$ cat src/rtl/input_port_buffer.sv
// Ingress buffer for one link direction. Flits arrive over a valid/ready
// handshake. Each flit's XY route code is computed when it is enqueued and
// stored next to it in a DEPTH-entry FIFO. The head flit and its route code
// go to the path computation stage over a second valid/ready handshake.
module input_port_buffer #(
    parameter int         DEPTH = 4,
    parameter logic [1:0] MY_X  = 2'd0,
    parameter logic [1:0] MY_Y  = 2'd0
) (
    input  logic                           clk,
    input  logic                           reset,
    input  logic                           in_valid,
    output logic                           in_ready,
    input  logic [10:0]                    in_data,
    output logic                           out_valid,
    input  logic                           out_ready,
    output logic [10:0]                    out_data,
    output logic [2:0]                     out_route,
    output logic [$clog2(DEPTH+1)-1:0]     count,
    output logic [7:0]                     flit_cnt
);

    localparam int PTR_W = $clog2(DEPTH);
    localparam int CNT_W = $clog2(DEPTH + 1);

    // Each entry is {route[2:0], flit[10:0]}.
    logic [13:0]      mem_q [DEPTH];

    logic [PTR_W-1:0] wr_ptr_q, wr_ptr_d;
    logic [PTR_W-1:0] rd_ptr_q, rd_ptr_d;
    logic [CNT_W-1:0] count_q, count_d;
    logic [7:0]       flit_cnt_q, flit_cnt_d;

    logic             not_full;
    logic             push;
    logic             pop;
    logic [13:0]      head;

    // XY dimension-order routing: resolve X first, then Y, else deliver locally.
    function automatic logic [2:0] compute_route(input logic [10:0] flit);
        logic [1:0] dx;
        logic [1:0] dy;
        dx = flit[10:9];
        dy = flit[8:7];
        if (dx > MY_X)      return 3'b000;
        else if (dx < MY_X) return 3'b001;
        else if (dy > MY_Y) return 3'b010;
        else if (dy < MY_Y) return 3'b011;
        else                return 3'b100;
    endfunction

    // Handshake qualification. Acceptance depends only on the stored count,
    // so a full buffer never passes a flit through, even when a pop happens
    // in the same cycle.
    assign not_full  = (count_q != CNT_W'(DEPTH));
    assign push      = in_valid && not_full;
    assign pop       = out_valid && out_ready;
    assign head      = mem_q[rd_ptr_q];

    assign in_ready  = not_full && !reset;
    assign out_valid = (count_q != '0);
    assign out_data  = reset ? 11'd0 : head[10:0];
    assign out_route = reset ? 3'd0 : head[13:11];
    assign count     = count_q;
    assign flit_cnt  = flit_cnt_q;

    // Next-state logic for pointers, occupancy and the dequeue counter.
    always_comb begin
        wr_ptr_d   = wr_ptr_q;
        rd_ptr_d   = rd_ptr_q;
        count_d    = count_q;
        flit_cnt_d = flit_cnt_q;
        if (push) begin
            wr_ptr_d = wr_ptr_q + PTR_W'(1);
        end
        if (pop) begin
            rd_ptr_d   = rd_ptr_q + PTR_W'(1);
            flit_cnt_d = flit_cnt_q + 8'd1;
        end
        case ({push, pop})
            2'b10:   count_d = count_q + CNT_W'(1);
            2'b01:   count_d = count_q - CNT_W'(1);
            default: count_d = count_q;
        endcase
    end

    // Control state: async reset discards everything buffered.
    always_ff @(posedge clk or posedge reset) begin
        if (reset) begin
            wr_ptr_q   <= '0;
            rd_ptr_q   <= '0;
            count_q    <= '0;
            flit_cnt_q <= '0;
        end else begin
            wr_ptr_q   <= wr_ptr_d;
            rd_ptr_q   <= rd_ptr_d;
            count_q    <= count_d;
            flit_cnt_q <= flit_cnt_d;
        end
    end

    // Storage: write flit plus its route code. Stale contents are harmless
    // because the pointers and count are reset.
    always_ff @(posedge clk) begin
        if (push) begin
            mem_q[wr_ptr_q] <= {compute_route(in_data), in_data};
        end
    end

endmodule

$ cat config.mk
export PLATFORM = sky130hd
export DESIGN_NAME = input_port_buffer
export DESIGN_NICKNAME = d
export VERILOG_FILES = /design/src/rtl/input_port_buffer.sv
export SDC_FILE = /design/constraint.sdc
export NUM_CORES = 1
export LEC_CHECK = 0
export BUFFER_PORTS_ARGS = -buffer_cell sky130_fd_sc_hd__buf_2
export CAP_MARGIN = 20
export CORE_MARGIN = 1
export CORE_UTILIZATION = 40
export CTS_CLUSTER_DIAMETER = 30
export DETAILED_ROUTE_END_ITERATION = 16
export SLEW_MARGIN = 40
export SYNTH_ARGS = -nofsm -noshare
export SYNTH_HDL_FRONTEND = slang
export SYNTH_SLANG_ARGS = --single-unit
$ cat constraint.sdc
create_clock -name clk -period 3.5 [get_ports clk]
set_input_delay 0.7 -clock clk [delete_from_list [all_inputs] [get_ports clk]]
set_output_delay 0.7 -clock clk [all_outputs]
set_load 0.02 [all_outputs]
* Word level (Yosys, flattened, before mapping) *
Memory sizes are Yosys's and may differ from the RTL's.
Cells that the tools add are included.

storage, ports and cells
  flip-flop bits (word level) = 15
  bits in writable memories = 56
  bits of input ports = 15
  output and inout bits = 27
  word-level logic and storage cells = 33
  memories = 1

memory list
  memory  depth  width  read ports  clocked after memory_dff  wr ports  RTL line  text
  mem_q   4      14     1           0                         1         27        logic [13:0] mem_q [DEPTH];

operators by class
  add/sub/neg operators = 5
  $lt $le $gt $ge = 4
  eq/ne operators = 3
  muxes and demuxes = 10
  reduce and logical (&&, ||, !) cells = 6

operator list
  kind                 number
  $mux 3               6
  $mux 11              1
  $add 8x1->8 const B  1
  $pmux 3 s2           1
  $add 2x1->2 const B  2
  $gt 2x1->1 const B   2
  $lt 2x1->1 const B   2
  $add 3x1->3 const B  1
  $logic_and 1x1->1    3
  $ne 3x3->1 const B   1
  $reduce_bool 3->1    1
  $sub 3x1->3 const B  1
  $eq 2x1->1 const B   1
  $eq 2x2->1 const B   1
  $mux 1               2
  $reduce_bool 2->1    1
  $logic_not 1->1      1

* Logic depth before layout (Yosys ltp) *
Gate-level depths: netlist of the first run.

  word-level depth = 6
  gate-level depth with buffers = 9
  mapped depth without buffers = 9

* Worst setup path after synthesis of the first run *
OpenSTA, ideal clock, no wires.

  path kind = input -> output
  from = input port reset
  to = output port out_data[2]
  data arrival time = 1.710 ns
  required time = 2.800 ns
  slack = 1.090 ns
  stages on the path = 3
  buffers on the path = 1
  cells stage by stage = inv_1 clkbuf_1 and2_1

on the way
  longest elaborated chain between the ends = 1

ends and longest elaborated chain
  element      RTL line  text
  from (decl)  11        input logic reset,
  $mux 11      62        assign out_data = reset ? 11'd0 : head[10:0];
  to (decl)    17        output logic [10:0] out_data,

Every way passes these cells.

* Final worst setup path of the first run *
  from = register rd_ptr_q[0]
  to = output port out_data[5]

on the way
  longest elaborated chain between the ends = 2

ends and longest elaborated chain
  element                 RTL line  text
  from (decl)             30        logic [PTR_W-1:0] rd_ptr_q, rd_ptr_d;
  from (signal assigned)  96        rd_ptr_q <= rd_ptr_d;
  $mem_v2 4x14            -
  $mux 11                 62

Every way passes these cells.

==> results of run 1 <==
==> worst max-delay path by stage <==
| stage | start | endpoint | slack (ns) |
|---|---|---|---|
| 3_3_place_gp | reset | out_data[3] | 1.01 |
| 2_1_floorplan | reset | out_data[2] | 1.09 |
| 5_1_grt | rd_ptr_q[0] | out_data[5] | 0.65 |
| 4_1_cts | rd_ptr_q[0] | out_data[5] | 0.71 |
| 6_report | rd_ptr_q[0] | out_data[5] | 0.77 |
| 3_5_place_dp | reset | out_data[10] | 1.03 |
==> critical path: cells and delay by family (launching register included) <==
kind | cells | cell delay (ns)
flip-flops | 1 | 0.56
multiplexers | 1 | 0.53
buffers and inverters | 2 | 0.45
AND/OR/NAND/NOR | 1 | 0.17
==> sequential cells by signal (all words and copies together) (netlist names) <==
signal and count:
mem_q 52, flit_cnt 8, count 3, rd_ptr_q 2, wr_ptr_q 2
==> Yosys cell counts (2+ instances only) <==
library cell / instances / area, um2
and2_1: 17 / 106
dfrtp_1: 15 / 375
edfxtp_1: 52 / 1560
ha_1: 6 / 75.1
inv_1: 9 / 33.8
mux4_1: 5 / 131
mux4_2: 8 / 180
nand2_1: 6 / 22.5
nand3_1: 3 / 15.0
nor2_1: 4 / 15.0
nor3_1: 4 / 20.0
nor4_1: 2 / 12.5
xnor2_1: 7 / 61.3
xor2_1: 6 / 52.6
==> final cells by class <==
cell class,instances,area [um2]
repair buffers,42,215
inverters,9,33.8
fillers,605,3520
well taps,96,120
flip-flops and latches,67,1940
clock buffers,10,128
clock inverters,6,56.3
multi-input cells,76,781
==> power groups by stage <==
stage | logic [W] | registers [W] | clock network, W
2_1_floorplan | 0.000629 | 0.00125 | 0
3_3_place_gp | 0.000844 | 0.00126 | 0
3_5_place_dp | 0.000849 | 0.00126 | 0
4_1_cts | 0.000850 | 0.00124 | 0.000609
5_1_grt | 0.000915 | 0.00127 | 0.000655
6_report | 0.000831 | 0.00124 | 0.000595
==> layer usage <==
layer | up-vias | global-route usage (%) | routed length, um | share of wire (%)
met5 | - | 0 | 0 | 0
met3 | 7 | 4.33 | 170 | 3.9
met4 | 0 | 5.91 | 58 | 1.3
met2 | 26 | 20.6 | 2100 | 48
met1 | 700 | 18.3 | 2070 | 47
li1 | 675 | - | - | -
==> cell families (layout without fill, tap and decap cells) <==
group,count (synthesis),after routing
buffers and inverters,14,67
xor gates and xnor gates,13,13
AOI/OAI and AO/OA,3,3
DFF,67,67
adders and majority gates,7,7
and+or+nand+nor,37,37
muxes,15,15
other,1,1
==> stage by stage <==
step / setup slack, ns / area, um2 / utilization [%]
after floorplan: 1.09 / 2800 / -
after global placement: 1.01 / 3090 / 45.4
after detailed placement: 1.03 / 3090 / 45.4
after CTS: 0.707 / 3270 / 48.1
after global routing: 0.655 / 3270 / 48.1
final: 0.768 / 3270 / 48.1
==> impl_metrics.tcl, run 1 <==
set metrics [dict create \
    status "completed" \
    hpwl_um 2780 \
    dp.cells 290 \
    synth_mux_area_share_pct 11.9 \
    track_usage_pct 13.6 \
    die_width_um 85.7 \
    finalHoldWorstSlack_ns 0.468 \
    synth-main-ff-cell "edfxtp_1" \
    synth_fp_nets 179 \
    final_cell_mix "52 x edfxtp_1, 40 x buf_2, 17 x and2_1" \
    dr.pass1.iters 4 \
    max_freq_mhz 366 \
    synth_top_family_by_area "multiplexers" \
    setup.worst_path.start_class "register" \
    ys_warn_count 0 \
    synthToLayoutAreaGrowth_pct 16.9 \
    crit_path_end_kind "output port" \
    synth_area_um2 2800 \
    cts.htree.levels 3 \
    crit_chain "buf_4 > mux4_2 > and2_1 > buf_2" \
    period_minus_slack_ns 2.73 \
    antenna_found_initial 0 \
    clkSinkCount 67 \
    diodes 0 \
    ys_types 27 \
    syn_inst 157 \
    drt_iter0_drc 86 \
    rr_endpoint "count[2]" \
    cts_root_buffer "clkbuf_8" \
    p_leak_nw 1.29 \
    numCtsBuffers 9 \
    holdBufCountCts 0 \
    p_clk_share_pct 22.3 \
    die_area_um2 7340 \
    slowest_stage "dfrtp_1" \
    synth_compound_area_share_pct 1.34 \
    gp_congestion 0.702 \
    seqPwrFrac_pct 46.4 \
    arrival_ns 2.03 \
    p_int_w 0.00178 \
    grt_max_degree 23 \
    grt_pass1_vias 1381 \
    rsz0062_at_grt "false" \
    fin_skew_ns 0.00319 \
    peakVddDrop_v 0.000243 \
    overflow 0 \
    worst_pin_slew_ns 0.746 \
    hold_path_end "flit_cnt[7]" \
    drv_cap 0 \
    postCtsResizedCells 0 \
    async_flop_share_pct 22.4 \
    ios 42 \
    synth-seq-cells 67 \
    hold_path_class "reg -> reg" \
    switchingPower_w 0.000882 \
    synth_seq_area_share_pct 69.2 \
    fin_cells 306 \
    power_w 0.00266 \
    grt_pass1_wl_um 7160 \
    path_clk_slew_ns 0.07 \
    r2r_cells 8 \
    port-buffer-count 40 \
    antenna_left 0 \
    power_density_nw_per_um2 814 \
    start_util_pct 41.2 \
    critical-path-max-stage-delay_ns 0.56 \
    final-hold-violation-count 0 \
    drcViolationCount 0 \
    mostFrequentLayoutCell "edfxtp_1" \
    coreArea_um2 6790 \
    cp_max_fo 9 \
    netSwitchingFraction_pct 33.1 \
    avgViaCountPerCell 4.60 \
    clkLatencyLatePin_ns 0.32 \
    cts_tree "built" \
    r2r_setup_slack_ns 1.50 \
    setup_viol_count_final 0 \
    pwr-share-comb_pct 31.2 \
    critical_path_required_ns 2.80 \
    cts_buffer_depth 2 \
    synth.avg_cell_area_um2 17.8 \
    r2r-start "count[2]" \
    num-nets-final 227 \
    tns_ns 0 \
    wl_per_cell_um 14.4 \
    fin_crit_sh_pct 78.1 \
    synth-edff-count 52 \
    row_count 30 \
    crit_type "reg -> out" \
    cts_setup_buffers 0 \
    synth_adder_area_share_pct 3.40 \
    slew_headroom_pct 50.2 \
    vias 1408 \
    synth_xor_area_share_pct 4.07 \
    drive_gt1_share_pct 31.9 \
    holdPathStages 1 \
    routed_wl_um 4400 \
    die_y_um 85.7 \
    post_synth_and_or_nand_nor_area_fraction_pct 7.06 \
    finalMaxSlewViolations 0 \
    min_from "flit_cnt[7]" \
]
Power figures use the tool's default switching activity.
==> run 2: changes to the inputs <==
==> constraint.sdc (replaced) <==
create_clock -name clk -period 2.4 [get_ports clk]
set_input_delay 0.48 -clock clk [delete_from_list [all_inputs] [get_ports clk]]
set_output_delay 0.48 -clock clk [all_outputs]
set_load 0.02 [all_outputs]
==> impl_metrics.tcl, run 2 (synthesized netlist as in run 1, its figures left out) <==
set metrics [dict create \
    status "completed" \
    seqPwrFrac_pct 43.1 \
    drcViolationCount 0 \
    peakVddDrop_v 0.000368 \
    cts_root_buffer "clkbuf_8" \
    crit_chain "buf_4 > mux4_1 > and2_1 > buf_2" \
    ios 42 \
    finalMaxSlewViolations 0 \
    cp_max_fo 9 \
    postCtsResizedCells 0 \
    track_usage_pct 14.1 \
    largest_reg_flops 52 \
    p_clk_share_pct 22.9 \
    critical-path-max-stage-delay_ns 0.58 \
    final-hold-violation-count 0 \
    grt_pass1_vias 1469 \
    cts_tree "built" \
    critical_path_required_ns 1.92 \
    period_minus_slack_ns 2.30 \
    routed_wl_um 4620 \
    final_cell_mix "52 x edfxtp_1, 40 x buf_2, 17 x and2_1" \
    tns_ns 0 \
    numCtsBuffers 9 \
    worst_slack_ns 0.101 \
    drt_iter0_drc 74 \
    use_met3_pct 3.75 \
    p_leak_nw 1.33 \
    wl_per_cell_um 14.7 \
    place_ws_ns 0.420 \
    rsz0062_at_grt "false" \
    p_int_w 0.00266 \
    finalHoldWorstSlack_ns 0.174 \
    clkLatencyLatePin_ns 0.34 \
    port-buffer-count 40 \
    worst_pin_slew_ns 0.685 \
    hpwl_um 3050 \
    die_y_um 85.7 \
    die_area_um2 7340 \
    switchingPower_w 0.00135 \
    grtUsageMet1_pct 18.2 \
    cts.htree.levels 3 \
    crit_type "reg -> out" \
    vias 1477 \
    gp_congestion 0.753 \
    grt.busiest_layer "met2" \
    regMostFlops "mem_q" \
    coreArea_um2 6790 \
    grt_max_degree 23 \
    setup.worst_path.start_class "register" \
    grt_pass1_wl_um 7470 \
    grt_use_met2_pct 21.4 \
    hold_path_class "in -> async" \
    cts_setup_buffers 0 \
    num-nets-final 235 \
    pwr-share-comb_pct 33.9 \
    diodes 0 \
    setup_viol_count_final 0 \
    mostFrequentLayoutCell "edfxtp_1" \
    netSwitchingFraction_pct 33.7 \
    path_clk_slew_ns 0.07 \
    power_density_nw_per_um2 1200 \
    dr.pass1.iters 6 \
    fin_crit_sh_pct 95.8 \
    slew_headroom_pct 53.9 \
    slowest_stage "mux4_1" \
    clkSinkCount 67 \
    die_width_um 85.7 \
    start_util_pct 41.2 \
    cts_buffer_depth 2 \
    row_count 30 \
    crit_path_end_kind "output port" \
    antenna_left 0 \
    synthToLayoutAreaGrowth_pct 19.5 \
    fin_util_pct 49.2 \
    drv_cap 0 \
    overflow 0 \
    holdBufCountCts 0 \
    drive_gt1_share_pct 35.3 \
    arrival_ns 1.82 \
    antenna_found_initial 0 \
    max_freq_mhz 435 \
    fin_skew_ns 0.00531 \
    avgViaCountPerCell 4.70 \
]
## run 2: cell count changes in the layout (fill, tap and decap cells not counted)
| cell | change |
|---|---|
| inv_6 | +2 |
| clkinv_2 | -2 |
| clkinv_1 | -1 |
| clkbuf_1 | -1 |
| buf_4 | +8 |
| clkinvlp_4 | +2 |
## run 2: worst max-delay path, delay by kind of cell (launching register included)
family        cells  cell delay, ns
mux               1            0.58
simple gates      1            0.17
flops             1            0.35
buf+inv           2            0.38
## run 2: per-stage QoR
step | std cells | power, W | area, um2
3_3_place_gp | 298 | 0.00314 | 3150
6_report | 314 | 0.00402 | 3350
2_1_floorplan | 157 | 0.00274 | 2800
3_5_place_dp | 298 | 0.00316 | 3150
4_1_cts | 314 | 0.00409 | 3350
5_1_grt | 314 | 0.00427 | 3350
## run 2: power groups by stage
stage               Combinational, W  Clock, W  Sequential, W
global route                 0.00151  0.000999        0.00177
detailed placement           0.00139         0        0.00176
floorplan                   0.000918         0        0.00182
CTS                          0.00140  0.000950        0.00174
global placement             0.00138         0        0.00175
finish                       0.00136  0.000921        0.00173
## run 2: layer usage
layer	share of wire (%)	vias up	wire [um]
met4	2.3	0	106
met5	0	-	0
met1	46	736	2140
met2	48	36	2220
li1	-	694	-
met3	3.6	11	165
## run 2: worst paths after layout
path                        startpoint      endpoint  slack [ns]  depth (start not counted)
max                        rd_ptr_q[0]  out_data[10]        0.10                          4
min                              reset   wr_ptr_q[0]        0.17                          3
max reg2reg                   count[0]      count[2]        0.40                          9
min reg2reg                flit_cnt[7]   flit_cnt[7]        0.47                          1
max in group asynchronous        reset   flit_cnt[3]        1.85                          4
min in group clk            in_data[6]   mem_q[1][6]        0.36                          1
## run 2: layout make-up
type | instances | area, um2
sequential | 67 | 1940
timing repair buffer | 50 | 275
multi-input combinational | 76 | 781
tap | 96 | 120
inverter | 9 | 33.8
clock inverter | 7 | 75.1
clock buffer | 9 | 124
fill | 591 | 3450
